**config.mk**
```make
export PLATFORM = sky130hd
export DESIGN_NAME = pipe_stage_reg
export DESIGN_NICKNAME = d
export VERILOG_FILES = /design/src/rtl/pipe_stage_reg_pkg.sv /design/src/rtl/pipe_stage_reg_sat_dec.sv /design/src/rtl/pipe_stage_reg.sv
export SDC_FILE = /design/constraint.sdc
export NUM_CORES = 1
export LEC_CHECK = 0
export BUFFER_PORTS_ARGS = -buffer_cell sky130_fd_sc_hd__buf_2
export CAP_MARGIN = 20
export CORE_AREA = 2 2 137 139
export CTS_BUF_LIST = sky130_fd_sc_hd__clkbuf_4
export DETAILED_ROUTE_END_ITERATION = 10
export DIE_AREA = 0 0 139 141
export HOLD_SLACK_MARGIN = 0.15
export PLACE_DENSITY = 0.74
export SYNTH_ARGS = -nofsm -noshare
export SYNTH_HDL_FRONTEND = slang
export SYNTH_SLANG_ARGS = --single-unit
```
**constraint.sdc**
```tcl
create_clock -name Clk -period 6.41 [get_ports Clk]
set_clock_uncertainty 0.1 [all_clocks]
set_input_delay 1.282 -clock Clk [delete_from_list [all_inputs] [get_ports Clk]]
set_output_delay 1.282 -clock Clk [all_outputs]
set_load 0.01 [all_outputs]
```
**src/rtl/pipe_stage_reg_pkg.sv**
```systemverilog
// pipe_stage_reg_pkg: constants and types shared by the pipeline registers
//   and the hazard unit of the 5-stage MIPS core.
//
// Contents:
//   - exception codes (EXC_NONE = 0 means "no exception")
//   - control-word field positions (Tnew, Tuse)
//   - default reset PC and counter width
//   - stage_act_t: decoded per-cycle action of a pipeline register
package pipe_stage_reg_pkg;

    // Exception codes (CP0 Cause.ExcCode encoding)
    localparam int EXC_W_DEF = 5;
    localparam logic [EXC_W_DEF-1:0] EXC_NONE = 5'd0;
    localparam logic [EXC_W_DEF-1:0] EXC_ADEL = 5'd4;
    localparam logic [EXC_W_DEF-1:0] EXC_ADES = 5'd5;
    localparam logic [EXC_W_DEF-1:0] EXC_SYS  = 5'd8;
    localparam logic [EXC_W_DEF-1:0] EXC_BP   = 5'd9;
    localparam logic [EXC_W_DEF-1:0] EXC_RI   = 5'd10;
    localparam logic [EXC_W_DEF-1:0] EXC_OV   = 5'd12;

    // Control word layout
    localparam int CTRL_W_DEF = 31;
    localparam int TNEW_LSB   = 8;
    localparam int TNEW_W     = 3;
    localparam int TUSE_LSB   = TNEW_LSB + TNEW_W;
    localparam int TUSE_W     = 2;

    // Datapath defaults
    localparam int              DATA_W_DEF   = 32;
    localparam int              NUM_OPND_DEF = 2;
    localparam logic [31:0]     RESET_PC_DEF = 32'h0000_3000;
    localparam int              CNT_W_DEF    = 16;

    // What a pipeline register does on the next clock edge.
    typedef enum logic [2:0] {
        ACT_RESET,
        ACT_FLUSH,
        ACT_HOLD,
        ACT_BUBBLE,
        ACT_LOAD
    } stage_act_t;

endpackage

```
**src/rtl/pipe_stage_reg_sat_dec.sv**
```systemverilog
// sat_dec: W-bit saturating decrement, y = (a == 0) ? 0 : a - 1.
//   Used on the Tnew field of pipeline registers and by the hazard unit.
//
// Ports:
//   a  in  W  value to decrement
//   y  out W  decremented value, clamped at 0
module sat_dec #(
    parameter int W = 3
) (
    input  logic [W-1:0] a,
    output logic [W-1:0] y
);

    always_comb begin
        y = a;
        if (a != '0) begin
            y = a - 1'b1;
        end
    end

endmodule

```
**src/rtl/pipe_stage_reg.sv**
```systemverilog
// pipe_stage_reg: inter-stage pipeline register (D/E, E/M, M/W) carrying
//   instruction, PC, operand channels, control word, exception and BD flag.
//
// Ports:
//   Clk, Reset             clock (rising edge), synchronous active-high reset
//   Req                    exception flush, Hold freeze, Bubble insert NOP
//   InsIn/PCIn/OpndIn      instruction, PC, operands (channel k at [k*DATA_W +: DATA_W])
//   CtrlIn, BDIn           control word, branch-delay flag
//   UpExcIn/StageExcIn     upstream / current-stage exception codes
//   InsOut..BDOut          registered values; CtrlOut has Tnew pre-decremented
//   ExcOut, ValidOut       registered exception, 1 = real instruction
//   BubbleCnt              saturating count of bubbles since Reset
module pipe_stage_reg
    import pipe_stage_reg_pkg::*;
#(
    parameter int                DATA_W   = DATA_W_DEF,
    parameter int                NUM_OPND = NUM_OPND_DEF,
    parameter int                CTRL_W   = CTRL_W_DEF,
    parameter int                TNEW_LSB = pipe_stage_reg_pkg::TNEW_LSB,
    parameter int                TNEW_W   = pipe_stage_reg_pkg::TNEW_W,
    parameter int                EXC_W    = EXC_W_DEF,
    parameter logic [DATA_W-1:0] RESET_PC = DATA_W'(RESET_PC_DEF),
    parameter int                CNT_W    = CNT_W_DEF
) (
    input  logic                       Clk,
    input  logic                       Reset,
    input  logic                       Req,
    input  logic                       Hold,
    input  logic                       Bubble,
    input  logic [DATA_W-1:0]          InsIn,
    input  logic [DATA_W-1:0]          PCIn,
    input  logic [NUM_OPND*DATA_W-1:0] OpndIn,
    input  logic [CTRL_W-1:0]          CtrlIn,
    input  logic [EXC_W-1:0]           UpExcIn,
    input  logic [EXC_W-1:0]           StageExcIn,
    input  logic                       BDIn,
    output logic [DATA_W-1:0]          InsOut,
    output logic [DATA_W-1:0]          PCOut,
    output logic [NUM_OPND*DATA_W-1:0] OpndOut,
    output logic [CTRL_W-1:0]          CtrlOut,
    output logic                       BDOut,
    output logic [EXC_W-1:0]           ExcOut,
    output logic                       ValidOut,
    output logic [CNT_W-1:0]           BubbleCnt
);

    stage_act_t act;

    logic [DATA_W-1:0] ins_q;
    logic [DATA_W-1:0] pc_q;
    logic [CTRL_W-1:0] ctrl_q;
    logic [EXC_W-1:0]  exc_q;
    logic              bd_q;
    logic              valid_q;
    logic [CNT_W-1:0]  cnt_q;
    logic [EXC_W-1:0]  exc_merged;
    logic [TNEW_W-1:0] tnew_dec;

    // Priority: Reset > Req > Hold > Bubble > load
    always_comb begin
        act = ACT_LOAD;
        if (Reset) begin
            act = ACT_RESET;
        end else if (Req) begin
            act = ACT_FLUSH;
        end else if (Hold) begin
            act = ACT_HOLD;
        end else if (Bubble) begin
            act = ACT_BUBBLE;
        end
    end

    // The older (upstream) exception wins over one raised in this stage.
    assign exc_merged = (UpExcIn != '0) ? UpExcIn : StageExcIn;

    always_ff @(posedge Clk) begin
        unique case (act)
            ACT_RESET, ACT_FLUSH: begin
                ins_q   <= '0;
                pc_q    <= RESET_PC;
                ctrl_q  <= '0;
                exc_q   <= '0;
                bd_q    <= 1'b0;
                valid_q <= 1'b0;
            end
            ACT_HOLD: begin
                ins_q   <= ins_q;
                pc_q    <= pc_q;
                ctrl_q  <= ctrl_q;
                exc_q   <= exc_q;
                bd_q    <= bd_q;
                valid_q <= valid_q;
            end
            ACT_BUBBLE: begin
                // PC and BD follow the bubble so EPC/BD stay correct
                // if an interrupt is taken on it.
                ins_q   <= '0;
                pc_q    <= PCIn;
                ctrl_q  <= '0;
                exc_q   <= '0;
                bd_q    <= BDIn;
                valid_q <= 1'b0;
            end
            default: begin
                ins_q   <= InsIn;
                pc_q    <= PCIn;
                ctrl_q  <= CtrlIn;
                exc_q   <= exc_merged;
                bd_q    <= BDIn;
                valid_q <= 1'b1;
            end
        endcase
    end

    // Bubble counter: cleared only by Reset, kept across flushes.
    always_ff @(posedge Clk) begin
        if (act == ACT_RESET) begin
            cnt_q <= '0;
        end else if (act == ACT_BUBBLE && cnt_q != '1) begin
            cnt_q <= cnt_q + 1'b1;
        end
    end

    // One register per operand channel.
    for (genvar k = 0; k < NUM_OPND; k++) begin : g_opnd
        logic [DATA_W-1:0] opnd_q;

        always_ff @(posedge Clk) begin
            unique case (act)
                ACT_RESET, ACT_FLUSH, ACT_BUBBLE: opnd_q <= '0;
                ACT_HOLD:                         opnd_q <= opnd_q;
                default: opnd_q <= OpndIn[k*DATA_W +: DATA_W];
            endcase
        end

        assign OpndOut[k*DATA_W +: DATA_W] = opnd_q;
    end

    // Tnew counts down by one per stage; the next stage sees it already
    // decremented, clamped at 0.
    sat_dec #(
        .W (TNEW_W)
    ) u_tnew_dec (
        .a (ctrl_q[TNEW_LSB +: TNEW_W]),
        .y (tnew_dec)
    );

    always_comb begin
        CtrlOut = ctrl_q;
        CtrlOut[TNEW_LSB +: TNEW_W] = tnew_dec;
    end

    assign InsOut    = ins_q;
    assign PCOut     = pc_q;
    assign BDOut     = bd_q;
    assign ExcOut    = exc_q;
    assign ValidOut  = valid_q;
    assign BubbleCnt = cnt_q;

endmodule

```
==> qor_table.md, run 1 <==
| Result | Value | Unit |
| --- | --- | --- |
| RD Place Congestion | 0.898 | - |
| Clock sink count | 182 | - |
| Average detailed-routed wire length per instance | 15.8 | microns |
| Most frequent cell after synthesis | edfxtp_1 | - |
| Capturing instance or port of the critical path | CtrlOut[8] | - |
| Sequential share of the synthesized area | 73.3 | % |
| Core region area | 18300 | sq um |
| Floorplan die height | 141 | microns |
| Portion of synthesized cell area occupied by the leading cell type | 68.9 | % |
| Port bufs | 356 | - |
| Root buffer cell | clkbuf_4 | - |
| GRT met3 Usage | 6.86 | % |
| Critical Path Fanout Max | 3 | - |
| Number of buffers inserted by hold repair at cts | 0 | - |
| Top post-synthesis cells by count | edfxtp_1 (166), and2_1 (158), buf_4 (28) | - |
| Net switching power of the design | 0.000587 | W |
| First-pass GRT wire length | 25300 | microns |
| Top-level I/O count | 357 | - |
| Leak Pwr | 4.42 | nW |
| Core Rows | 50 | - |
| Number of CTS-inserted buffers | 17 | - |
| Number of fill cells | 1633 | - |
| Count of warnings emitted by yosys | 0 | - |
| Number of enable-type register cells in the synthesized netlist | 166 | - |
| Crit share post-route | 48.8 | % |
| CTS Buffer Depth | 2 | - |
| Launch point of the critical path | ctrl_q[8] | - |
| Routed WL | 17100 | microns |
| Iter 0 DRT Violations | 256 | - |
| Max Cap Viol | 0 | - |
| Number of cells on the worst reg-to-reg path | 5 | - |
| Area of the die | 19600 | sq um |
| Pin count of the biggest net entering global routing | 62 | - |
| Biggest area consumer among synthesized cells | edfxtp_1 | - |
| Global-route congestion overflow total | 0 | - |
| Share of cells above drive strength 1 | 47.5 | % |
| Least-Margin Pin Slew | 0.796 | ns |
| Sw Share | 25.8 | % |
| CTS H-Tree Depth | 4 | - |
| Die W | 139 | microns |
| Highest achievable clock rate | 320 | MHz |
| Class of the most critical hold timing path | reg -> reg | - |
| Total number of nets in the final design | 1010 | - |
| Max transition margin | 46.2 | % |
| Area of the mapped netlist | 7240 | sq um |
| Global Route met2 Usage | 27.2 | % |
| Top area cells in the synthesized netlist | edfxtp_1 (69%), and2_1 (14%), dfxtp_1 (4.4%) | - |
| Net Count, Synth | 679 | - |
| Syn Inst Count | 500 | - |
| Clock transition at the register clock pins on the worst setup and hold paths after CTS | 0.15 | ns |
| Worst voltage drop across the vdd grid | 0.151 | mV |
| Synthesis-to-finish area growth | 29.4 | % |
| Post-cts resize count | 0 | - |
| Antenna violations before repair | 1 | - |
| Starting utilization of the core area | 39.6 | % |
| Setup repair after global routing missed its margin | false | - |
| Gr usage total | 16.8 | % |
| Final Hold Vio Count | 0 | - |
| Endpoint of the lowest-slack register-to-register path | BubbleCnt[10] | - |
| Arrival time of data at the critical path endpoint | 1.75 | ns |
| Worst skew pair latency | 0.54 | ns |
| Clock network power share | 28.4 | % |
| Most used flip-flop cell after synthesis | edfxtp_1 | - |
| Detailed Routing Iterations Pass 1 | 5 | - |
| Final non-filler cell total | 1079 | - |
| Logic gate share of total power | 10.6 | % |
| Post-CTS setup-driven buffer insertion count | 0 | - |
| Minimum clock period after layout | 3.13 | ns |
| Asr flop ratio synth | 0 | % |
| Unique cell type count in the Yosys netlist | 34 | - |
| Vias/cell | 4.67 | - |
| Most heavily used metal layer in global routing | met2 | - |
| Result of the run | completed | - |
| Instance count after placement with tap cells included | 1046 | - |
| Share of power burned in registers | 61.0 | % |
| Worst reg2reg startpoint | BubbleCnt[0] | - |
| Final HPWL from detailed placement | 12600 | microns |
| Setup Crit Path Kind | reg -> out | - |
| Type of destination of the critical path | output pin | - |
| Int Pwr | 0.00169 | W |
| Number of synthesized register bits | 182 | - |
| Sum Neg Setup Slack | 0 | ns |
| TritonCTS clock tree | done | - |
| Worst endpoint required time | 5.03 | ns |
| Post-route DRC violation count | 0 | - |
| Startpoint Class | register | - |
| Number of nets still failing antenna checks after routing | 0 | - |
| Vias in the first global route | 4851 | - |
| Vias after detailed routing | 5035 | - |
| Cell area power density | 243 | nW/um^2 |
| Post-synthesis average cell area | 14.5 | sq um |
| Worst reg2reg setup slack | 4.30 | ns |
| Total count of max-transition violations in the final report | 0 | - |
| Setup-failing EPs final | 0 | - |
| Global routing usage on met1 | 20.5 | % |
cells in the final DEF (no fill, tap or decap), drive strengths merged, types with 2 or more instances in the layout:
cell / netlist / layout
buf: 29 / 362
edfxtp: 166 / 166
and2: 158 / 158
clkbuf: 21 / 17
dfxtp: 16 / 16
a21oi: 16 / 16
inv: 9 / 16
nor2: 10 / 10
o21ai: 9 / 9
or3: 8 / 8
nand3: 7 / 7
nand2: 7 / 7
nand4: 6 / 6
or4: 5 / 5
nor3: 5 / 5
nor4: 4 / 4
o31ai: 4 / 4
ha: 4 / 4
clkinv: 0 / 4
and4: 3 / 3
clkinvlp: 0 / 3
nor2b: 2 / 2
mux2: 2 / 2
kinds of logic after synthesis:
logic type / share of synthesized area (%)
and+or+nand+nor: 18.4
muxes: 0.311
buffers and inverters: 4.55
AOI/OAI and AO/OA: 2.70
xor gates and xnor gates: 0.121
DFF: 73.3
adders and majority gates: 0.691
layout make-up:
class | count | area, sq um | share of cell area, %
Sequential cell | 182 | 5310 | 56.6
Clock inverter | 15 | 161 | 1.72
Antenna cell | 1 | 2.50 | 0.0267
Clock buffer | 17 | 128 | 1.36
Multi-Input combinational cell | 259 | 1620 | 17.2
Tap cell | 234 | 293 | 3.13
Inverter | 9 | 33.8 | 0.361
Timing Repair Buffer | 362 | 1830 | 19.5
critical path: stages, from the launching register on:
cell and delay, ns:
edfxtp_1 0.39, inv_1 0.05, ha_1 0.22, ha_1 0.22, xnor2_1 0.17, buf_2 0.15
registers in the layout, summed over array words and instances (netlist names):
| name | cells |
|---|---|
| BDOut | 1 |
| ExcOut | 5 |
| ValidOut | 1 |
| BubbleCnt | 16 |
| PCOut | 32 |
| ctrl_q | 31 |
| InsOut | 32 |
| g_opnd.opnd_q | 64 |
how the worst min path moves through the flow:
| stage | startpoint | endpoint | depth (start not counted) |
|---|---|---|---|
| final | BubbleCnt[11] | BubbleCnt[11] | 2 |
| after global routing | BubbleCnt[11] | BubbleCnt[11] | 2 |
| after CTS | BubbleCnt[11] | BubbleCnt[11] | 2 |
| after detailed placement | BubbleCnt[11] | BubbleCnt[11] | 2 |
| after global placement | BubbleCnt[11] | BubbleCnt[11] | 2 |
| after floorplan | BubbleCnt[11] | BubbleCnt[11] | 2 |
per-layer routing:
metal	up-vias	wire, microns
met2	278	8320
met5	-	0
met4	0	248
li1	2406	-
met3	21	1750
met1	2330	6750
power by group through the flow:
stage / clock, W / sequential [W] / combinational, W
floorplan: 0 / 0.00146 / 0.0000788
global placement: 0 / 0.00142 / 0.000243
detailed placement: 0 / 0.00142 / 0.000246
CTS: 0.000666 / 0.00139 / 0.000246
global route: 0.000711 / 0.00140 / 0.000263
finish: 0.000647 / 0.00139 / 0.000242
per-stage QoR:
stage	instance area, sq um	setup slack [ns]	total power [W]	util (%)	hold WS, ns
5_1_grt	9370	3.09	0.00237	51.3	0.449
4_1_cts	9360	3.19	0.00230	51.3	0.424
3_5_place_dp	9070	2.78	0.00166	49.7	0.404
3_3_place_gp	9070	2.82	0.00166	49.7	0.406
6_report	9370	3.28	0.00228	51.3	0.424
2_1_floorplan	7240	0.308	0.00154	-	0.416
No activity file was read; power rests on OpenSTA's default activity.
==> run 2: changes to the inputs <==
--- a/config.mk
+++ b/config.mk
@@ -5,6 +5,7 @@
 export SDC_FILE = /design/constraint.sdc
 export NUM_CORES = 1
 export LEC_CHECK = 0
+export ABC_AREA = 1
 export BUFFER_PORTS_ARGS = -buffer_cell sky130_fd_sc_hd__buf_2
 export CAP_MARGIN = 20
 export CORE_AREA = 2 2 137 139
==> constraint.sdc (replaced) <==
create_clock -name Clk -period 2.9 [get_ports Clk]
set_clock_uncertainty 0.1 [all_clocks]
set_input_delay 0.58 -clock Clk [delete_from_list [all_inputs] [get_ports Clk]]
set_output_delay 0.58 -clock Clk [all_outputs]
set_load 0.01 [all_outputs]
==> qor_table.md, run 2 <==
| Result | Value | Unit | vs previous |
| --- | --- | --- | --- |
| Max Cap Viol | 0 | - | unchanged |
| Most frequent cell after synthesis | nor2_1 | - |  |
| Launch instance of the worst min-delay path | OpndIn[4] | - |  |
| Leak Pwr | 5.73 | nW | +30% |
| Worst endpoint required time | 2.22 | ns | -2.81 ns |
| Net Count, Synth | 896 | - | +32% |
| Top area cells in the synthesized netlist | edfxtp_1 (65%), nor2_1 (9.9%), inv_1 (8.8%) | - |  |
| Asr flop ratio synth | 0 | % | unchanged |
| Clock sink count | 182 | - | unchanged |
| Stages on the worst setup path | 5 | - | unchanged |
| Crit share post-route | 85.2 | % |  |
| Startpoint Class | register | - |  |
| Most frequent standard cell in the layout excluding fill and tap cells | buf_2 | - |  |
| Critical Path Fanout Max | 3 | - | unchanged |
| Number of fill cells | 1518 | - | -7.0% |
| Worst skew pair latency | 0.55 | ns | about the same |
| Iter 0 DRT Violations | 356 | - | +39% |
| Type of destination of the critical path | output pin | - |  |
| Clock transition at the register clock pins on the worst setup and hold paths after CTS | 0.16 | ns | about the same |
| CTS Buffer Depth | 2 | - | unchanged |
| First-pass GRT wire length | 30900 | microns | +22% |
| Area of the die | 19600 | sq um | unchanged |
| Setup repair after global routing missed its margin | false | - |  |
| Worst hold path endpoint | g_opnd[0].opnd_q[4] | - |  |
| Root buffer cell | clkbuf_4 | - |  |
| Endpoint of the lowest-slack register-to-register path | BubbleCnt[14] | - |  |
| Commonest cells after routing, fill and taps aside | buf_2 (356), nor2_1 (202), inv_1 (179) | - |  |
| Antenna violations before repair | 3 | - | +2 |
| Pin count of the biggest net entering global routing | 53 | - | -15% |
| CP delay by family, top | adder cells | - |  |
| Vias/cell | 4.42 | - | -5.4% |
| Longest individual stage delay on the worst path | 0.40 | ns | about the same |
| Number of synthesized register bits | 182 | - | unchanged |
| Setup Crit Path Kind | reg -> out | - |  |
| Arrival time of data at the critical path endpoint | 1.79 | ns | +0.04 ns |
| Most used flip-flop cell after synthesis | edfxtp_1 | - |  |
| Vias after detailed routing | 6121 | - | +22% |
| Starting utilization of the core area | 41.9 | % | +2.3 points |
| Number of enable-type register cells in the synthesized netlist | 166 | - | unchanged |
| Setup-failing EPs final | 0 | - | unchanged |
| Floorplan die height | 141 | microns | unchanged |
| Syn Inst Count | 717 | - | +43% |
| Number of CTS-inserted buffers | 17 | - | unchanged |
| Power consumption | 0.00522 | W | +130% |
| Worst reg2reg setup slack | 1.22 | ns | -3.08 ns |
| Total count of max-transition violations in the final report | 0 | - | unchanged |
| Post-synthesis average cell area | 10.7 | sq um | -26% |
| Least-Margin Pin Slew | 0.590 | ns | -0.207 ns |
| Post-route DRC violation count | 0 | - | unchanged |
| Biggest area consumer among synthesized cells | edfxtp_1 | - |  |
| Routed WL | 20300 | microns | +19% |
| Max transition margin | 60.3 | % | +14 points |
| Vias in the first global route | 6235 | - | +29% |
| Cell type with the highest occurrence count on the critical path | ha_1 | - |  |
| Post-Route Hold Slack | 0.208 | ns | -0.216 ns |
| Core region area | 18300 | sq um | unchanged |
| TritonCTS clock tree | done | - |  |
| Share of cells above drive strength 1 | 36.3 | % | -11 points |
| Number of cells on the worst reg-to-reg path | 8 | - | +3 |
| Worst hold path depth | 3 | - | +1 |
| Core Rows | 50 | - | unchanged |
| Standard cell with the maximum stage delay on the critical path | edfxtp_1 | - |  |
| Worst reg2reg startpoint | BubbleCnt[1] | - |  |
| Port bufs | 356 | - | unchanged |
| Area occupied by registers | 5310 | sq um | unchanged |
| Global-route congestion overflow total | 0 | - | unchanged |
| Minimum clock period after layout | 2.47 | ns |  |
| Sequential share of the synthesized area | 69.3 | % | -4.0 points |
| Synthesis-to-finish area growth | 39.7 | % |  |
| Count of warnings emitted by yosys | 0 | - | unchanged |
| Multi-input gate area in the final layout | 1370 | sq um | -15% |
| Unique cell type count in the Yosys netlist | 29 | - | -15% |
| Class of the most critical hold timing path | in -> reg | - |  |
| Worst Slack Setup Final | 0.431 | ns | -2.85 ns |
| Detailed Routing Iterations Pass 1 | 8 | - | +3 |
| Max FFs per register | 64 | - | unchanged |
| Portion of synthesized cell area occupied by the leading cell type | 65.1 | % | -3.8 points |
| Worst voltage drop across the vdd grid | 0.254 | mV | +69% |
| Worst setup slack before clock tree synthesis | 0.650 | ns | -2.13 ns |
| Die W | 139 | microns | unchanged |
| Buffer and inverter count on the worst path | 2 | - | unchanged |
| Final HPWL from detailed placement | 14100 | microns | +12% |
| Gr usage total | 20.2 | % | +3.4 points |
| Critical path cell sequence | inv_1 > ha_1 > ha_1 > o21ai_0 > buf_2 | - |  |
| Result of the run | completed | - |  |
| Post-cts resize count | 0 | - | unchanged |
| Total number of nets in the final design | 1317 | - | +30% |
| Cell area power density | 488 | nW/um^2 | +100% |
| Highest achievable clock rate | 405 | MHz |  |
| RD Place Congestion | 0.899 | - | +0.13% |
| Average detailed-routed wire length per instance | 14.7 | microns | -7.2% |
| Top-level I/O count | 357 | - | unchanged |
| Number of nets still failing antenna checks after routing | 0 | - | unchanged |
| Final design utilization | 58.5 | % | +7.3 points |
| Final Hold Vio Count | 0 | - | unchanged |
| Top post-synthesis cells by count | nor2_1 (202), inv_1 (179), edfxtp_1 (166) | - |  |
| Reg with most FFs | g_opnd.opnd_q | - |  |
| Area of the mapped netlist | 7660 | sq um | +5.8% |
| CTS H-Tree Depth | 4 | - | unchanged |
| Sum Neg Setup Slack | 0 | ns | unchanged |
==> run 2: kinds of logic (layout without fill, tap and decap cells) <==
family                     after synthesis  in the layout  synth area share (%)
and+or+nand+nor                        280            280                  15.3
xor gates and xnor gates                 2              2                 0.229
adders and majority gates                4              4                 0.654
DFF                                    182            182                  69.3
buffers and inverters                  228            662                  13.1
AOI/OAI and AO/OA                       21             21                  1.45
other                                    0              1                     0
==> run 2: tightest hold or removal path: cells and delay by family <==
family                 cells  cell delay (ns)
buffers and inverters      2             0.10
and+or+nand+nor            1             0.08
==> run 2: worst max-delay path by stage <==
stage	start	endpoint	slack (ns)
floorplan	Req	BDOut	0.58
global placement	Reset	ExcOut[3]	0.69
detailed placement	Reset	InsOut[3]	0.65
CTS	ctrl_q[8]	CtrlOut[9]	0.34
global route	ctrl_q[8]	CtrlOut[9]	0.24
finish	ctrl_q[8]	CtrlOut[9]	0.43
==> run 2: layout make-up <==
class / count / area share [%]
clock buffers: 18 / 1.26
multi-input cells: 307 / 12.8
flip-flops and latches: 182 / 49.6
inverters: 182 / 6.43
repair buffers: 448 / 25.7
diodes: 1 / 0.0234
clock inverters: 14 / 1.45
well taps: 234 / 2.74
==> run 2: per-stage QoR <==
stage / area (sq um) / std cells
floorplan: 7660 / 717
global placement: 9550 / 1268
detailed placement: 9550 / 1268
CTS: 10700 / 1385
global route: 10700 / 1385
finish: 10700 / 1386
==> run 2: routing by layer <==
layer / share of wire, % / wire length, microns / GRT usage, % / vias to the layer above
met2: 51 / 10300 / 34.4 / 276
met5: 0.16 / 32 / 0 / -
met4: 2.2 / 453 / 7.50 / 4
met3: 8.9 / 1810 / 7.71 / 45
met1: 38 / 7720 / 23.4 / 2789
li1: - / - / - / 3007
==> run 2: repair_timing <==
item	4_1_cts	5_1_grt
buffers inserted	0	0
endpoints found under the hold margin	86	0
hold buffers	85	0
==> run 2: power breakdown <==
group | total (W) | internal [W] | switching [W]
clock network | 0.00144 | 0.000474 | 0.000967
registers | 0.00308 | 0.00303 | 0.0000468
logic | 0.000698 | 0.000326 | 0.000371
total | 0.00522 | 0.00383 | 0.00139
